==> src/rtl/cpu_run_pkg.sv <==
// Shared types and constants for the CPU run controller: FSM encoding,
// run modes and stop causes.
package cpu_run_pkg;

  typedef enum logic [2:0] {
    StIdle,
    StReset,
    StRun,
    StStep,
    StDone
  } run_state_e;

  localparam logic [1:0] ModeFree  = 2'd0;
  localparam logic [1:0] ModeStep  = 2'd1;
  localparam logic [1:0] ModeLimit = 2'd2;

  localparam logic [1:0] CauseNone  = 2'd0;
  localparam logic [1:0] CauseHalt  = 2'd1;
  localparam logic [1:0] CauseLimit = 2'd2;
  localparam logic [1:0] CauseAbort = 2'd3;

  function automatic logic is_busy(run_state_e s);
    return (s == StReset) || (s == StRun) || (s == StStep);
  endfunction

endpackage

==> src/rtl/cpu_run_ctrl_if.sv <==
// Control/observation bundle between the board-side sequencer (master) and
// the run controller (slave).
interface cpu_run_ctrl_if #(
  parameter int unsigned PC_W   = 11,
  parameter int unsigned INST_W = 16,
  parameter int unsigned ACC_W  = 16,
  parameter int unsigned CNT_W  = 32
);
  logic              i_start;
  logic [1:0]        i_mode;
  logic              i_step;
  logic              i_abort;
  logic [PC_W-1:0]   i_pc;
  logic [INST_W-1:0] i_inst;
  logic [ACC_W-1:0]  i_acc;
  logic              o_cpu_rst;
  logic              o_cpu_en;
  logic              o_busy;
  logic              o_done;
  logic [1:0]        o_cause;
  logic [CNT_W-1:0]  o_cycles;
  logic [PC_W-1:0]   o_last_pc;
  logic [ACC_W-1:0]  o_last_acc;

  modport master (
    output i_start, i_mode, i_step, i_abort, i_pc, i_inst, i_acc,
    input  o_cpu_rst, o_cpu_en, o_busy, o_done, o_cause, o_cycles, o_last_pc, o_last_acc
  );

  modport slave (
    input  i_start, i_mode, i_step, i_abort, i_pc, i_inst, i_acc,
    output o_cpu_rst, o_cpu_en, o_busy, o_done, o_cause, o_cycles, o_last_pc, o_last_acc
  );
endinterface

==> src/rtl/cpu_run_cnt.sv <==
// Saturating up-counter with synchronous clear (priority) and count enable.
module cpu_run_cnt #(
  parameter int unsigned Width = 32
) (
  input  logic             clk_i,
  input  logic             rst_i,
  input  logic             clr_i,
  input  logic             en_i,
  output logic [Width-1:0] cnt_o
);
  logic [Width-1:0] cnt_d, cnt_q;

  always_comb begin
    cnt_d = cnt_q;
    if (clr_i) begin
      cnt_d = '0;
    end else if (en_i && (cnt_q != '1)) begin
      cnt_d = cnt_q + Width'(1);
    end
  end

  always_ff @(posedge clk_i or posedge rst_i) begin
    if (rst_i) begin
      cnt_q <= '0;
    end else begin
      cnt_q <= cnt_d;
    end
  end

  assign cnt_o = cnt_q;
endmodule

==> src/rtl/cpu_run_ctrl.sv <==
// Run controller for the BIP-I core: sequences CPU reset, gates the clock
// enable (free/step/limit) and snapshots PC/ACC/cycle count on stop.
module cpu_run_ctrl #(
  parameter int unsigned      RST_CYCLES = 2,
  parameter int unsigned      CNT_W      = 32,
  parameter int unsigned      MAX_CYCLES = 0,
  parameter int unsigned      PC_W       = 11,
  parameter int unsigned      INST_W     = 16,
  parameter int unsigned      ACC_W      = 16,
  parameter int unsigned      OPC_W      = 5,
  parameter logic [OPC_W-1:0] HALT_OPC   = '0
) (
  input logic           i_clk,
  input logic           i_rst,
  cpu_run_ctrl_if.slave bus
);
  import cpu_run_pkg::*;

  // Reset countdown only needs to reach RST_CYCLES-1.
  localparam int unsigned      RstW      = (RST_CYCLES > 1) ? $clog2(RST_CYCLES) : 1;
  localparam logic [RstW-1:0]  RstLast   = RstW'(RST_CYCLES - 1);
  localparam logic [CNT_W-1:0] LimitLast = CNT_W'(MAX_CYCLES - 1);

  run_state_e       state_d, state_q;
  logic [1:0]       mode_d, mode_q;
  logic [1:0]       cause_d, cause_q;
  logic [PC_W-1:0]  last_pc_d, last_pc_q;
  logic [ACC_W-1:0] last_acc_d, last_acc_q;
  logic             cpu_en_d, cpu_en_q;
  logic             cpu_rst_d, cpu_rst_q;
  logic             busy_d, busy_q;
  logic             done_d, done_q;

  logic [CNT_W-1:0] cycles;
  logic [RstW-1:0]  rst_cnt;
  logic             start_ok;
  logic             halt_hit;
  logic             limit_hit;
  logic             stop;
  logic [1:0]       stop_cause;
  logic             unused_inst;

  assign start_ok  = bus.i_start && ((state_q == StIdle) || (state_q == StDone));
  assign halt_hit  = cpu_en_q && (bus.i_inst[INST_W-1 -: OPC_W] == HALT_OPC);
  assign limit_hit = cpu_en_q && (mode_q == ModeLimit) && (MAX_CYCLES != 0) &&
                     (cycles == LimitLast);
  assign stop       = bus.i_abort || halt_hit || limit_hit;
  assign stop_cause = bus.i_abort ? CauseAbort : (halt_hit ? CauseHalt : CauseLimit);
  assign unused_inst = ^bus.i_inst[INST_W-OPC_W-1:0];

  cpu_run_cnt #(
    .Width(CNT_W)
  ) u_cycle_cnt (
    .clk_i(i_clk),
    .rst_i(i_rst),
    .clr_i(start_ok),
    .en_i (cpu_en_q),
    .cnt_o(cycles)
  );

  cpu_run_cnt #(
    .Width(RstW)
  ) u_reset_cnt (
    .clk_i(i_clk),
    .rst_i(i_rst),
    .clr_i(start_ok),
    .en_i (state_q == StReset),
    .cnt_o(rst_cnt)
  );

  always_comb begin
    state_d    = state_q;
    mode_d     = mode_q;
    cause_d    = cause_q;
    last_pc_d  = last_pc_q;
    last_acc_d = last_acc_q;
    unique case (state_q)
      StIdle, StDone: begin
        if (bus.i_start) begin
          state_d = StReset;
          mode_d  = bus.i_mode;
          cause_d = CauseNone;
        end
      end
      StReset, StRun, StStep: begin
        if (stop) begin
          state_d    = StDone;
          cause_d    = stop_cause;
          last_pc_d  = bus.i_pc;
          last_acc_d = bus.i_acc;
        end else if ((state_q == StReset) && (rst_cnt == RstLast)) begin
          state_d = (mode_q == ModeStep) ? StStep : StRun;
        end
      end
      default: state_d = StIdle;
    endcase

    // Outputs are registered from the next state so they line up with it.
    cpu_en_d  = (state_d == StRun) ||
                ((state_q == StStep) && (state_d == StStep) && bus.i_step && !cpu_en_q);
    cpu_rst_d = (state_d == StIdle) || (state_d == StReset);
    busy_d    = is_busy(state_d);
    done_d    = (state_d == StDone);
  end

  always_ff @(posedge i_clk or posedge i_rst) begin
    if (i_rst) begin
      state_q    <= StIdle;
      mode_q     <= ModeFree;
      cause_q    <= CauseNone;
      last_pc_q  <= '0;
      last_acc_q <= '0;
      cpu_en_q   <= 1'b0;
      cpu_rst_q  <= 1'b1;
      busy_q     <= 1'b0;
      done_q     <= 1'b0;
    end else begin
      state_q    <= state_d;
      mode_q     <= mode_d;
      cause_q    <= cause_d;
      last_pc_q  <= last_pc_d;
      last_acc_q <= last_acc_d;
      cpu_en_q   <= cpu_en_d;
      cpu_rst_q  <= cpu_rst_d;
      busy_q     <= busy_d;
      done_q     <= done_d;
    end
  end

  assign bus.o_cpu_rst  = cpu_rst_q;
  assign bus.o_cpu_en   = cpu_en_q;
  assign bus.o_busy     = busy_q;
  assign bus.o_done     = done_q;
  assign bus.o_cause    = cause_q;
  assign bus.o_cycles   = cycles;
  assign bus.o_last_pc  = last_pc_q;
  assign bus.o_last_acc = last_acc_q;
endmodule

==> src/flat_wrapper.sv <==
// flat-port wrapper written by rule: the top's interface ports become plain ports
module cpu_run_ctrl_flat import cpu_run_pkg::*;
#(
  parameter int unsigned      RST_CYCLES = 2,
  parameter int unsigned      CNT_W      = 32,
  parameter int unsigned      MAX_CYCLES = 0,
  parameter int unsigned      PC_W       = 11,
  parameter int unsigned      INST_W     = 16,
  parameter int unsigned      ACC_W      = 16,
  parameter int unsigned      OPC_W      = 5,
  parameter logic [OPC_W-1:0] HALT_OPC   = '0
)
  (i_clk, i_rst, bus_i_start, bus_i_mode, bus_i_step, bus_i_abort, bus_i_pc, bus_i_inst, bus_i_acc, bus_o_cpu_rst, bus_o_cpu_en, bus_o_busy, bus_o_done, bus_o_cause, bus_o_cycles, bus_o_last_pc, bus_o_last_acc);
  cpu_run_ctrl_if #(.PC_W(PC_W), .INST_W(INST_W), .ACC_W(ACC_W), .CNT_W(CNT_W)) bus_i ();
  input logic i_clk;
  input logic i_rst;
  input wire logic [$bits(bus_i.i_start)-1:0] bus_i_start;
  input wire logic [$bits(bus_i.i_mode)-1:0] bus_i_mode;
  input wire logic [$bits(bus_i.i_step)-1:0] bus_i_step;
  input wire logic [$bits(bus_i.i_abort)-1:0] bus_i_abort;
  input wire logic [$bits(bus_i.i_pc)-1:0] bus_i_pc;
  input wire logic [$bits(bus_i.i_inst)-1:0] bus_i_inst;
  input wire logic [$bits(bus_i.i_acc)-1:0] bus_i_acc;
  output wire logic [$bits(bus_i.o_cpu_rst)-1:0] bus_o_cpu_rst;
  output wire logic [$bits(bus_i.o_cpu_en)-1:0] bus_o_cpu_en;
  output wire logic [$bits(bus_i.o_busy)-1:0] bus_o_busy;
  output wire logic [$bits(bus_i.o_done)-1:0] bus_o_done;
  output wire logic [$bits(bus_i.o_cause)-1:0] bus_o_cause;
  output wire logic [$bits(bus_i.o_cycles)-1:0] bus_o_cycles;
  output wire logic [$bits(bus_i.o_last_pc)-1:0] bus_o_last_pc;
  output wire logic [$bits(bus_i.o_last_acc)-1:0] bus_o_last_acc;
  assign bus_i.i_start = bus_i_start;
  assign bus_i.i_mode = bus_i_mode;
  assign bus_i.i_step = bus_i_step;
  assign bus_i.i_abort = bus_i_abort;
  assign bus_i.i_pc = bus_i_pc;
  assign bus_i.i_inst = bus_i_inst;
  assign bus_i.i_acc = bus_i_acc;
  assign bus_o_cpu_rst = bus_i.o_cpu_rst;
  assign bus_o_cpu_en = bus_i.o_cpu_en;
  assign bus_o_busy = bus_i.o_busy;
  assign bus_o_done = bus_i.o_done;
  assign bus_o_cause = bus_i.o_cause;
  assign bus_o_cycles = bus_i.o_cycles;
  assign bus_o_last_pc = bus_i.o_last_pc;
  assign bus_o_last_acc = bus_i.o_last_acc;
  cpu_run_ctrl #(.RST_CYCLES(RST_CYCLES), .CNT_W(CNT_W), .MAX_CYCLES(MAX_CYCLES), .PC_W(PC_W), .INST_W(INST_W), .ACC_W(ACC_W), .OPC_W(OPC_W), .HALT_OPC(HALT_OPC)) u_core (.i_clk(i_clk), .i_rst(i_rst), .bus(bus_i));
endmodule
==> config.mk <==
export PLATFORM = sky130hd
export DESIGN_NAME = cpu_run_ctrl_flat
export DESIGN_NICKNAME = d
export VERILOG_FILES = /design/src/rtl/cpu_run_pkg.sv /design/src/rtl/cpu_run_ctrl_if.sv /design/src/rtl/cpu_run_cnt.sv /design/src/rtl/cpu_run_ctrl.sv /design/src/flat_wrapper.sv
export SDC_FILE = /design/constraint.sdc
export NUM_CORES = 1
export LEC_CHECK = 0
export ABC_AREA = 0
export CORE_ASPECT_RATIO = 0.8
export CORE_UTILIZATION = 46
export DETAILED_ROUTE_END_ITERATION = 12
export MAX_ROUTING_LAYER = met4
export PLACE_DENSITY = 0.86
export SYNTH_ARGS = -nofsm -noshare
export SYNTH_HDL_FRONTEND = slang
export SYNTH_HIERARCHICAL = 1
export SYNTH_SLANG_ARGS = --single-unit
==> constraint.sdc <==
create_clock -name i_clk -period 2.64 [get_ports i_clk]
set_input_delay 0.528 -clock i_clk [delete_from_list [all_inputs] [get_ports i_clk]]
set_output_delay 0.528 -clock i_clk [all_outputs]
set_load 0.005 [all_outputs]
* Yosys cells after proc, flatten, opt, wreduce, memory -nomap -nowiden *
Cells that the tools add are included.

storage, ports and cells
  register bits = 71
  output and inout bits = 65
  word-level logic and storage cells = 66
  input bits = 50

operators by class
  reductions and logical operators = 26
  bitwise logic cells = 1
  equality and inequality tests = 12
  add/sub/neg operators = 2
  mux-type cells = 14

operators by type and width
  kind                     number
  $mux W32                 2
  $add A32 B1 Y32 const B  1
  $ne A32 B32 Y1 const B   1
  $eq A3 B2 Y1 const B     4
  $mux W3                  3
  $logic_and A1 B1 Y1      8
  $mux W2                  4
  $eq A3 B1 Y1 const B     2
  $eq A3 B3 Y1 const B     2
  $logic_not A3 Y1         2
  $logic_or A1 B1 Y1       6
  $pmux W3 S2              1
  $reduce_bool A2 Y1       3
  $logic_not A5 Y1         1
  $pmux W2 S2              1
  $reduce_and A2 Y1        2
  $mux W1                  3
  $reduce_and A3 Y1        1
  $reduce_or A3 Y1         1
  $eq A2 B1 Y1 const B     1
  $ne A2 B1 Y1 const B     1
  $ne A2 B2 Y1 const B     1
  $reduce_or A2 Y1         1
  $add A1 B1 Y1 const B    1
  2 further kinds          2

* Logic depth before layout (Yosys ltp) *
  word-level depth = 10
  depth in mapped cells = 7

* By module *
The synthesis kept the hierarchy.

by module, submodules not included
  module                            cells an instance  area each (sq um)  instances
  cpu_run_cnt (u_core.u_cycle_cnt)  186                1740.4             1
  cpu_run_ctrl                      100                1625.3             1
  cpu_run_cnt (u_core.u_reset_cnt)  3                  38.8               1

* Worst setup path after synthesis *
No wires, ideal clock.

  kind = reg-to-reg
  start = reg u_core.u_cycle_cnt.cnt_q[0] (netlist: u_core/u_cycle_cnt/cnt_o[0])
  end = reg u_core.u_cycle_cnt.cnt_q[20] (netlist: u_core/u_cycle_cnt/cnt_o[20])
  library setup time = 0.078 ns
  arrival time = 2.133 ns
  path slack = 0.429 ns
  cell stages (with the launch flop) = 8
  path through = dfrtp_1 ha_1 nand2_1 or4_4 or3_4 buf_6 or4_1 a21oi_1

between the ends
  cells in the longest elaborated chain, start to end = 3
  elaborated cells between the ends (all ways) = 6
  classes of those cells = add/sub (1); eq/ne (1); mux (2); reduce/logical (2)

RTL lines
  item                                                      RTL line                              text
  from (decl)                                               cpu_run_cnt.sv:11                     logic [Width-1:0] cnt_d, cnt_q;
  from (signal assigned)                                    cpu_run_cnt.sv:26                     cnt_q <= cnt_d;
  $add A32 B1 Y32 / $ne A32 B32 Y1 (equally long branches)  cpu_run_cnt.sv:18, cpu_run_cnt.sv:17
  $mux W32 / $logic_and A1 B1 Y1 (equally long branches)    cpu_run_cnt.sv:17                     end else if (en_i && (cnt_q != '1)) begin
  $mux W32 / $reduce_bool A2 Y1 (equally long branches)     n/a

Several ways; a longest one is shown, not always the timed one. The select of a mux whose other input is x is not followed.
A chain may end at the register's enable or synchronous reset.

* Worst setup path after layout *
  start = reg u_core.u_cycle_cnt.cnt_q[3] (netlist: u_core/u_cycle_cnt/cnt_o[3])
  end = reg u_core.u_cycle_cnt.cnt_q[28] (netlist: u_core/u_cycle_cnt/cnt_o[28])

The elaborated chain is that of the path after synthesis.

==> results.txt <==
result of the run = complete, but fails checks
failing checks = DRC
area delta synth->final = 40.54%
static leakage power = 0.002012 uW
proportion of netlist area held by the largest area contributor = 51.45%
HPWL after DPL = 5685 microns
Overflow after GRT = 0
Reg power frac = 40.1%
Die Y-Extent = 78.95 microns
global-route usage over all layers = 22.90%
number of pins with negative max-slew slack in the final report = 0
Setup Crit Path Kind = reg2reg
number of CTS-inserted buffers = 9
flip-flop and latch count after synthesis = 71
Placeable Area = 7027 sq um
power density over the cells = 828.7 nW/um^2
iteration count of the initial detailed-routing pass = 8
proportion of register bits with asynchronous set or reset after synthesis = 100.0%
cell-by-cell trace of the critical path = nand4_2 > or4_4 > or3_4 > or4_1 > a21oi_1
share of total power consumed by net switching = 27.73%
number of nets still failing antenna checks after routing = 0
top achievable clock speed = 421.9 MHz
MaxCap Viol Count = 0
library cells used by synthesis = 52
measured slew at the worst slew-check pin = 0.7821 ns
number of cells produced by synthesis = 289
list of most frequent post-synthesis cells = 70 x dfrtp_1, 28 x a21oi_1, 27 x mux2_4, 18 x nand2_1, 16 x o31ai_1
fin crit period = 2.370 ns
cell types with the largest area share after synthesis = dfrtp_1 51%, mux2_4 12%, a21oi_1 4.1%
first-pass GRT wire length = 13370 microns
width of the die = 98.19 microns
cell internal pwr = 2866 uW
kind of cell with the highest combined delay on the critical path = simple AND/OR/NAND/NOR gates
count of routing violations after the opening detailed-route iteration = 121
number of antenna violations at the first check in global routing = 0
CTS tree = built
endpoint kind of the worst setup timing path = flip-flop
remaining max-slew budget at the tightest pin = 47.38%
share of the core filled with cells = 68.09%
CP Data Arrival Time = 2.65 ns
# IOs = 115
endpoints failing setup = 0
vias in the first global route = 2698
placer's final routability congestion estimate = 0.7706
ys flop type = dfrtp_1
portion of the post-synthesis area used by sequential elements = 52.22%
highest fanout seen on the critical path = 14
Hold Vio Cnt, Final = 0
peak supply drop = 0.0006726 V
latest clock arrival within the worst-skew pair = 0.35 ns
cell chosen for the clock root = clkbuf_8
Final TNS setup = 0 ns
largest buffer count on any clock path = 2
number of nets produced by synthesis = 340
Gate power share = 35.4%
post-synthesis average cell area = 11.78 sq um
crit-path max cell delay = 0.57 ns
post-CTS sizing = 0
count of unresolved DRC violations after routing = 4
vias after detailed routing = 2768
number of input and output port buffers inserted = 103
most frequent cell after synthesis = dfrtp_1
net total in the final layout = 455
type of origin of the critical path = flip-flop
setup repair after global routing missed its margin = no
path class of the lowest-slack min-delay path = in2async
Worst EP required = 2.92 ns
hold_buf cts = 0
Buf/Inv on CP = 0
number of enable-type register cells in the synthesized netlist = 0
share of final-layout standard cells stronger than drive strength 1 = 15.65%
setup bufs post-CTS = 0
Total Wirelength = 8025 microns
number of synthesis warnings = 6
synthesized area = 3405 sq um
antenna fix cells = 0
setup skew after layout = 0.005679 ns
maximum number of pins on one net before global-route repair = 39
CTS sink count = 71
share of the cycle needed by the critical path after routing = 89.77%
cell type with the highest aggregate area in the netlist = dfrtp_1
Clock power frac = 24.5%
Avg WL per Cell = 16.18 microns
H-tree Lvls = 3
cell at the slowest stage of the critical path = or4_4
reported net switching power = 1100 uW
Worst-path clk slew = 0.08 ns
row count = 27
DIE AREA = 7751 sq um
DR vias/cell = 5.581
starting utilization of the core area = 48.45%
==> final timing paths <==
check	start	to	slack (ns)	cells after the start
min in group i_clk	u_core/mode_q[1]$_DFFE_PP0P_	u_core/mode_q[1]$_DFFE_PP0P_	0.49	1
max in group asynchronous	i_rst	u_core/bus.o_cpu_rst$_DFF_PP1_	1.65	3
min	i_rst	u_core/u_reset_cnt/cnt_o$_DFFE_PP0P_	0.36	2
max reg2reg	u_core/u_cycle_cnt/cnt_o[3]$_DFFE_PP0P_	u_core/u_cycle_cnt/cnt_o[28]$_DFFE_PP0P_	0.27	5
max	u_core/u_cycle_cnt/cnt_o[3]$_DFFE_PP0P_	u_core/u_cycle_cnt/cnt_o[28]$_DFFE_PP0P_	0.27	5
min reg2reg	u_core/mode_q[1]$_DFFE_PP0P_	u_core/mode_q[1]$_DFFE_PP0P_	0.49	1
==> final cells by class <==
cell class / instances / area (sq um)
fill: 506 / 2242
sequential: 71 / 1778
multi-input combinational: 198 / 1529
timing repair buffer: 113 / 1106
clock buffer: 10 / 127.6
tap: 87 / 108.9
clock inverter: 6 / 93.84
inverter: 11 / 41.29
==> cells by family (layout without fill, tap and decap cells) <==
logic type      count (synthesis)  count (layout)  synth area share, %
fa+ha+maj                       1               1               0.3675
compound gates                 71              71                13.56
flops                          71              71                52.22
simple gates                   93              93                17.09
buf+inv                        20             140                3.123
mux                            30              30                12.86
xor+xnor                        3               3               0.7719
==> layer usage <==
layer	routed length [microns]	up-vias	share of wire [%]	global-route usage, %
met3	627	9	7.8	7.394
met2	3770	106	47	35.56
met1	3535	1335	44	28.15
met5	0	-	0	-
li1	-	1318	-	-
met4	92	0	1.1	8.657
==> power groups by stage <==
stage | logic, uW | registers [uW] | clock network, uW
2_1_floorplan | 679 | 1590 | 0
3_3_place_gp | 1380 | 1590 | 0
3_5_place_dp | 1420 | 1590 | 0
4_1_cts | 1420 | 1590 | 997
5_1_grt | 1510 | 1620 | 1050
6_report | 1400 | 1590 | 972
==> stage by stage <==
stage	hold slack (ns)	instance area, sq um	total power (uW)	setup slack, ns	std cells
after CTS	0.3478	4785	4008	0.2981	496
after global routing	0.3566	4785	4181	0.1198	496
after floorplan	0.2567	3405	2270	0.4286	289
final	0.3638	4785	3965	0.2700	496
after detailed placement	0.4719	4563	3006	0.3200	480
after global placement	0.4607	4563	2969	0.3721	480
==> placed cells by master (no fill, tap or decap), drive strengths merged, types with 2 or more instances in the layout <==
cell / instances
clkbuf: 10
o31ai: 16
nand4: 7
bufinv: 2
and4: 4
o41ai: 2
clkdlybuf4s50: 103
and3: 3
o311ai: 2
buf: 10
or3: 13
nand3b: 2
nor2: 8
or4: 15
o21ba: 3
nand2: 18
nor2b: 2
clkinv: 2
nand3: 10
nor4: 4
mux2: 29
o21ai: 13
inv: 12
dfrtp: 70
xnor2: 2
a21oi: 28
==> registers in the layout, indices dropped and copies added, names as in the netlist <==
name	count
u_core/state_q	3
u_core/bus.o_cpu_rst	1
u_core/bus.o_last_pc	11
u_core/bus.o_done	1
u_core/bus.o_last_acc	16
u_core/bus.o_cause	2
u_core/u_cycle_cnt/cnt_o	32
u_core/bus.o_cpu_en	1
u_core/mode_q	2
u_core/bus.o_busy	1
u_core/u_reset_cnt/cnt_o	1
Note: power is estimated with default switching activity, not from simulation.
